**src/rtl/pipeline_hazard_ctrl_pkg.sv**
```systemverilog
// Shared types and encodings for the pipeline hazard controller.
package pipe_ctrl_pkg;

  typedef enum logic [0:0] {
    RUN      = 1'b0,
    MEM_WAIT = 1'b1
  } state_e;

  localparam logic [1:0] WB_MEM = 2'b00;
  localparam logic [1:0] WB_ALU = 2'b01;
  localparam logic [1:0] WB_PC4 = 2'b10;

  localparam logic [1:0] FWD_RF    = 2'b00;
  localparam logic [1:0] FWD_MEMWB = 2'b01;
  localparam logic [1:0] FWD_EXMEM = 2'b10;

  // A producer matches a consumer only if it really writes a non-x0 register.
  function automatic logic reg_match(input logic wen, input logic [4:0] rd, input logic [4:0] rs);
    return wen & (rd != 5'd0) & (rd == rs);
  endfunction

endpackage

```
**src/rtl/pipeline_hazard_ctrl_forwarding_unit.sv**
```systemverilog
// EX-stage operand bypass selection; EX/MEM wins over MEM/WB, loads in EX/MEM cannot forward.
module forwarding_unit
  import pipe_ctrl_pkg::*;
(
  input  logic [4:0] rs1_EX,
  input  logic [4:0] rs2_EX,
  input  logic [4:0] rd_EXMEM,
  input  logic       RegWEn_EXMEM,
  input  logic [1:0] WBsel_EXMEM,
  input  logic [4:0] rd_MEMWB,
  input  logic       RegWEn_MEMWB,
  output logic [1:0] fwdA_sel,
  output logic [1:0] fwdB_sel
);

  logic exmem_alu_s;

  // Operand select priority for both EX source registers.
  always_comb begin
    exmem_alu_s = RegWEn_EXMEM & (WBsel_EXMEM != WB_MEM);
    if (reg_match(exmem_alu_s, rd_EXMEM, rs1_EX)) begin
      fwdA_sel = FWD_EXMEM;
    end else if (reg_match(RegWEn_MEMWB, rd_MEMWB, rs1_EX)) begin
      fwdA_sel = FWD_MEMWB;
    end else begin
      fwdA_sel = FWD_RF;
    end
    if (reg_match(exmem_alu_s, rd_EXMEM, rs2_EX)) begin
      fwdB_sel = FWD_EXMEM;
    end else if (reg_match(RegWEn_MEMWB, rd_MEMWB, rs2_EX)) begin
      fwdB_sel = FWD_MEMWB;
    end else begin
      fwdB_sel = FWD_RF;
    end
  end

endmodule

```
**src/rtl/pipeline_hazard_ctrl.sv**
```systemverilog
// Stall/flush/forwarding controller for the 5-stage pipeline, with a two-state
// data-memory wait sequencer and stall/flush performance counters.
module pipeline_hazard_ctrl
  import pipe_ctrl_pkg::*;
#(
  parameter int MEM_TIMEOUT = 16,
  parameter int CNT_W       = 32
) (
  input  logic             clk,
  input  logic             reset,
  input  logic [4:0]       rs1_ID,
  input  logic [4:0]       rs2_ID,
  input  logic             rs1_use_ID,
  input  logic             rs2_use_ID,
  input  logic [4:0]       rd_IDEX,
  input  logic             RegWEn_IDEX,
  input  logic [1:0]       WBsel_IDEX,
  input  logic [4:0]       rs1_EX,
  input  logic [4:0]       rs2_EX,
  input  logic             branch_taken_EX,
  input  logic [4:0]       rd_EXMEM,
  input  logic             RegWEn_EXMEM,
  input  logic [1:0]       WBsel_EXMEM,
  input  logic             MemRW_EXMEM,
  input  logic [4:0]       rd_MEMWB,
  input  logic             RegWEn_MEMWB,
  input  logic             dmem_ready,
  output logic             dmem_req,
  output logic             pc_en,
  output logic             ifid_en,
  output logic             idex_en,
  output logic             exmem_en,
  output logic             ifid_flush,
  output logic             idex_flush,
  output logic             memwb_bubble,
  output logic [1:0]       fwdA_sel,
  output logic [1:0]       fwdB_sel,
  output logic             mem_err,
  output logic [CNT_W-1:0] stall_cycles,
  output logic [CNT_W-1:0] flush_count
);

  localparam int TW = (MEM_TIMEOUT > 2) ? $clog2(MEM_TIMEOUT) : 1;
  localparam logic [TW-1:0] TMO_LAST = TW'(MEM_TIMEOUT - 1);

  state_e           state_q, state_d;
  logic [TW-1:0]    tmo_q, tmo_d;
  logic             mem_err_q, mem_err_d;
  logic [CNT_W-1:0] stall_q, stall_d;
  logic [CNT_W-1:0] flush_q, flush_d;

  logic       mem_access_s, load_use_s, mem_stall_s, dmem_req_s;
  logic       pc_en_s, ifid_en_s, idex_en_s, exmem_en_s;
  logic       ifid_flush_s, idex_flush_s, bubble_s;
  logic [1:0] fwd_a_s, fwd_b_s;

  forwarding_unit u_fwd (
    .rs1_EX       (rs1_EX),
    .rs2_EX       (rs2_EX),
    .rd_EXMEM     (rd_EXMEM),
    .RegWEn_EXMEM (RegWEn_EXMEM),
    .WBsel_EXMEM  (WBsel_EXMEM),
    .rd_MEMWB     (rd_MEMWB),
    .RegWEn_MEMWB (RegWEn_MEMWB),
    .fwdA_sel     (fwd_a_s),
    .fwdB_sel     (fwd_b_s)
  );

  // Memory sequencer next state plus the resulting stall decision.
  always_comb begin
    mem_access_s = MemRW_EXMEM | (RegWEn_EXMEM & (WBsel_EXMEM == WB_MEM));
    state_d      = state_q;
    tmo_d        = tmo_q;
    mem_err_d    = mem_err_q;
    mem_stall_s  = 1'b0;
    dmem_req_s   = 1'b0;
    case (state_q)
      RUN: begin
        dmem_req_s  = mem_access_s;
        mem_stall_s = mem_access_s & ~dmem_ready;
        tmo_d       = '0;
        if (mem_stall_s) begin
          state_d = MEM_WAIT;
        end else begin
          state_d = RUN;
        end
      end
      MEM_WAIT: begin
        dmem_req_s = 1'b1;
        if (dmem_ready) begin
          state_d = RUN;
          tmo_d   = '0;
        end else if (tmo_q == TMO_LAST) begin
          // Give up on the access: release the pipeline and flag it.
          state_d   = RUN;
          tmo_d     = '0;
          mem_err_d = 1'b1;
        end else begin
          mem_stall_s = 1'b1;
          tmo_d       = tmo_q + TW'(1);
        end
      end
      default: begin
        state_d = RUN;
        tmo_d   = '0;
      end
    endcase
  end

  // Pipeline register controls: memory stall > taken branch > load-use.
  always_comb begin
    load_use_s = RegWEn_IDEX & (WBsel_IDEX == WB_MEM) & (rd_IDEX != 5'd0) &
                 ((rs1_use_ID & (rs1_ID == rd_IDEX)) | (rs2_use_ID & (rs2_ID == rd_IDEX)));
    pc_en_s      = 1'b1;
    ifid_en_s    = 1'b1;
    idex_en_s    = 1'b1;
    exmem_en_s   = 1'b1;
    ifid_flush_s = 1'b0;
    idex_flush_s = 1'b0;
    bubble_s     = 1'b0;
    if (reset) begin
      pc_en_s    = 1'b0;
      ifid_en_s  = 1'b0;
      idex_en_s  = 1'b0;
      exmem_en_s = 1'b0;
    end else if (mem_stall_s) begin
      pc_en_s    = 1'b0;
      ifid_en_s  = 1'b0;
      idex_en_s  = 1'b0;
      exmem_en_s = 1'b0;
      bubble_s   = 1'b1;
    end else if (branch_taken_EX) begin
      ifid_flush_s = 1'b1;
      idex_flush_s = 1'b1;
    end else if (load_use_s) begin
      pc_en_s      = 1'b0;
      ifid_en_s    = 1'b0;
      idex_flush_s = 1'b1;
    end else begin
      pc_en_s = 1'b1;
    end
    stall_d = pc_en_s ? stall_q : stall_q + CNT_W'(1);
    flush_d = (branch_taken_EX & ~mem_stall_s) ? flush_q + CNT_W'(1) : flush_q;
  end

  // State, timeout and counter registers.
  always_ff @(posedge clk or posedge reset) begin
    if (reset) begin
      state_q   <= RUN;
      tmo_q     <= '0;
      mem_err_q <= 1'b0;
      stall_q   <= '0;
      flush_q   <= '0;
    end else begin
      state_q   <= state_d;
      tmo_q     <= tmo_d;
      mem_err_q <= mem_err_d;
      stall_q   <= stall_d;
      flush_q   <= flush_d;
    end
  end

  assign dmem_req     = dmem_req_s & ~reset;
  assign pc_en        = pc_en_s;
  assign ifid_en      = ifid_en_s;
  assign idex_en      = idex_en_s;
  assign exmem_en     = exmem_en_s;
  assign ifid_flush   = ifid_flush_s;
  assign idex_flush   = idex_flush_s;
  assign memwb_bubble = bubble_s;
  assign fwdA_sel     = reset ? FWD_RF : fwd_a_s;
  assign fwdB_sel     = reset ? FWD_RF : fwd_b_s;
  assign mem_err      = mem_err_q;
  assign stall_cycles = stall_q;
  assign flush_count  = flush_q;

endmodule

```
**config.mk**
```make
export PLATFORM = sky130hd
export DESIGN_NAME = pipeline_hazard_ctrl
export DESIGN_NICKNAME = d
export VERILOG_FILES = /design/src/rtl/pipeline_hazard_ctrl_pkg.sv /design/src/rtl/pipeline_hazard_ctrl_forwarding_unit.sv /design/src/rtl/pipeline_hazard_ctrl.sv
export SDC_FILE = /design/constraint.sdc
export NUM_CORES = 1
export LEC_CHECK = 0
export CAP_MARGIN = 20
export CORE_MARGIN = 2
export CORE_UTILIZATION = 46
export CTS_CLUSTER_DIAMETER = 150
export DETAILED_ROUTE_END_ITERATION = 8
export GPL_ROUTABILITY_DRIVEN = 0
export MAX_ROUTING_LAYER = met4
export PLACE_DENSITY_LB_ADDON = 0.08
export SLEW_MARGIN = 20
export SYNTH_ARGS = -nofsm -noshare
export SYNTH_HDL_FRONTEND = slang
export SYNTH_SLANG_ARGS = --single-unit
```
**constraint.sdc**
```tcl
create_clock -name clk -period 4.9 [get_ports clk]
set_input_delay 0.98 -clock clk [delete_from_list [all_inputs] [get_ports clk]]
set_output_delay 0.98 -clock clk [all_outputs]
set_load 0.01 [all_outputs]
```
==> impl_metrics.csv <==
group,metric,value,unit
outcome,status,"complete, no violations",
setup_path,reg2reg_slack,2.44,ns
setup_path,worst_setup_path_end_kind,"output port",
layout,nets,526,
floorplanning,io_pins,126,
power_and_ir_drop,power_density,299,nW/µm²
synthesis,synth_warnings,0,
timing,fin_crit,4.34,ns
routing,wire_per_inst,13.8,µm
floorplanning,die_area,8640,µm²
floorplanning,die_w,93.0,µm
synthesis,syn_avg_cell_area,10.5,µm²
floorplanning,die_h,93.0,µm
synthesis,syn_inst,345,
synthesis,yosysTopAreaCellShare,48.1,%
timing,rsz0062_at_grt,"false",
floorplanning,start_util,47.3,%
synthesis,synthesis.nets,397,
timing,worst_pin_slew,0.862,ns
clock_tree,clockRootBuffer,"clkbuf_8",
timing,drv_slew,0,
clock_tree,cts_inserted_buffers,9,
flow_run,maxCapViolations,0,
synthesis,synthSimpleGateAreaFrac,23.0,%
synthesis,netlist_area,3640,µm²
synthesis,async_flop_share,100,%
setup_path,cp.arrival,3.36,ns
global_route,antenna_found_initial,0,
global_route,grt_start_max_net_pins,71,
placed_design,place_inst,564,
power_and_ir_drop,power.leakage,2.18,nW
setup_path,critPathMaxFanout,21,
synthesis,synth_top_area_cell,"dfrtp_1",
setup_path,crit_type,"in2out",
routing,dr_total_vias,3000,
layout,antenna_cells,0,
timing,fin_setup_tns,0,ns
timing,finClkSkew,0.0145,ns
routing,dr.pass1.iters,5,
clock_tree,path_clk_slew,0.07,ns
clock_tree,cts_tree,"yes",
layout,fin_cells,581,
hold_path,hold_path.class,"reg2reg",
floorplanning,core-area,7690,µm²
layout,area_growth,42.7,%
layout,drive_gt1_share,5.85,%
routing,ant_nets,0,
placed_design,dp_hpwl,6090,µm
setup_path,crit_required,3.92,ns
clock_tree,cts_buffer_depth,2,
timing,relSlewSlack,42.5,%
timing,min_period_over_period,88.7,%
layout,fin_util,67.6,%
timing,fmax,230,MHz
timing,hold_violations,0,
layout,final_common_cell,"clkdlybuf4s50_1",
synthesis,synth_area_leaders,"dfrtp_1, xnor2_1, xor2_1",
synthesis,yosys-mux-area-fraction,0.309,%
clock_tree,cts.sinks,70,
synthesis,ys_ff_latch,70,
routing,drc,0,
power_and_ir_drop,power,1.55,mW
synthesis,synth_compound_area_share,2.72,%
synthesis,synth-edff-count,0,
clock_tree,cts_hold_buf,0,
global_route,grt_pass1_vias,2979,
placed_design,port_buffers,125,
timing,hold_slack,0.474,ns
global_route,grt.total_usage,20.0,%
routing,drt_iter0_markers,86,
synthesis,synthAdderAreaFrac,1.03,%
synthesis,synth_cell_types,44,
clock_tree,cts_resized,0,
clock_tree,clkLatencyLatePin,0.33,ns
synthesis,synth_top_family_by_area,"simple AND/OR/NAND/NOR gates",
routing,vias_per_cell,5.16,
power_and_ir_drop,ir_drop,135,µV
setup_path,cp-start-kind,"input pin",
clock_tree,post_cts_buffers,0,
global_route,grt_pass1_wl,13500,µm
layout,layout_common_cells,"clkdlybuf4s50_1, dfrtp_1, xnor2_1",
routing,routed_wl,8030,µm
synthesis,synth_top_flop_cell,"dfrtp_1",
clock_tree,cts_max_level,3,
timing,setup_violations,0,
synthesis,synth_xor_area_share,22.4,%
floorplanning,core.rowCount,32,
global_route,grt.overflow.total,0,
synthesis,synth-seq-area-share,48.1,%
-- sequential cells by signal, indices dropped and copies added, names as in the netlist --
signal / cells
mem_err: 1
stall_cycles: 32
tmo_q: 4
flush_count: 32
state_q: 1
-- stage by stage --
step | worst slack [ns] | cell area [µm²]
3_5_place_dp | 0.162 | 4980
2_1_floorplan | 0.638 | 3640
6_report | 0.555 | 5190
4_1_cts | 0.172 | 5180
3_3_place_gp | 0.221 | 4980
5_1_grt | 0.395 | 5190
-- worst max-delay path: stages --
cell             delay (ns)
clkdlybuf4s50_1        0.47
xor2_1                 0.18
nor4_1                 0.28
a32oi_1                0.20
o31ai_4                0.40
buf_6                  0.25
inv_4                  0.09
clkdlybuf4s50_1        0.49
-- area by class of cell --
cell class              instances  area, µm²
inverters                      11       43.8
multi-input cells             255       1800
fillers                       658       2490
clock buffers                  11        141
well taps                     102        128
flip-flops and latches         70       1750
repair buffers                127       1270
clock inverters                 5       58.8
-- power breakdown --
group | internal, mW | total [mW] | switching [mW]
clock network | 0.249 | 0.461 | 0.212
registers | 0.635 | 0.712 | 0.0777
logic | 0.209 | 0.379 | 0.170
total | 1.09 | 1.55 | 0.459
-- path summary, 6_finish.rpt --
check / startpoint / end / cells past startpoint
worst max-delay path: rd_IDEX[4] / ifid_en / 8
worst min-delay path: flush_count[31]$_DFFE_PP0P_ / flush_count[31]$_DFFE_PP0P_ / 1
worst max register to register: tmo_q[0]$_DFF_PP0_ / stall_cycles[9]$_DFFE_PP0N_ / 9
worst min register to register: flush_count[31]$_DFFE_PP0P_ / flush_count[31]$_DFFE_PP0P_ / 1
max in group asynchronous: reset / stall_cycles[21]$_DFFE_PP0N_ / 3
min in group asynchronous: reset / flush_count[5]$_DFFE_PP0P_ / 3
-- cells in the mapped netlist, drive strengths merged (2+ instances only) --
| library cell | n |
|---|---|
| ha | 3 |
| nand2 | 21 |
| nor3 | 10 |
| and4 | 8 |
| nand4 | 17 |
| xnor2 | 52 |
| o211ai | 2 |
| nor2 | 21 |
| and2 | 5 |
| buf | 5 |
| nor3b | 4 |
| nor4 | 9 |
| a21oi | 3 |
| clkbuf | 4 |
| dfrtp | 70 |
| or4 | 5 |
| xor2 | 41 |
| inv | 11 |
| nand3 | 30 |
| and3 | 9 |
-- layer usage --
layer	vias up	part of all wire (%)	GRT usage [%]
met5	-	0	-
met2	98	48	32.2
li1	1458	-	-
met4	0	0.77	5.51
met3	5	6.3	5.13
met1	1439	45	25.3
-- logic make-up after synthesis --
kind of cell / Yosys count
AND/OR/NAND/NOR: 146
XOR/XNOR: 93
flip-flops: 70
buffers and inverters: 20
AO/OA/AOI/OAI: 12
adder cells (fa/ha/maj): 3
multiplexers: 1
(Power assumes the default switching activity.)
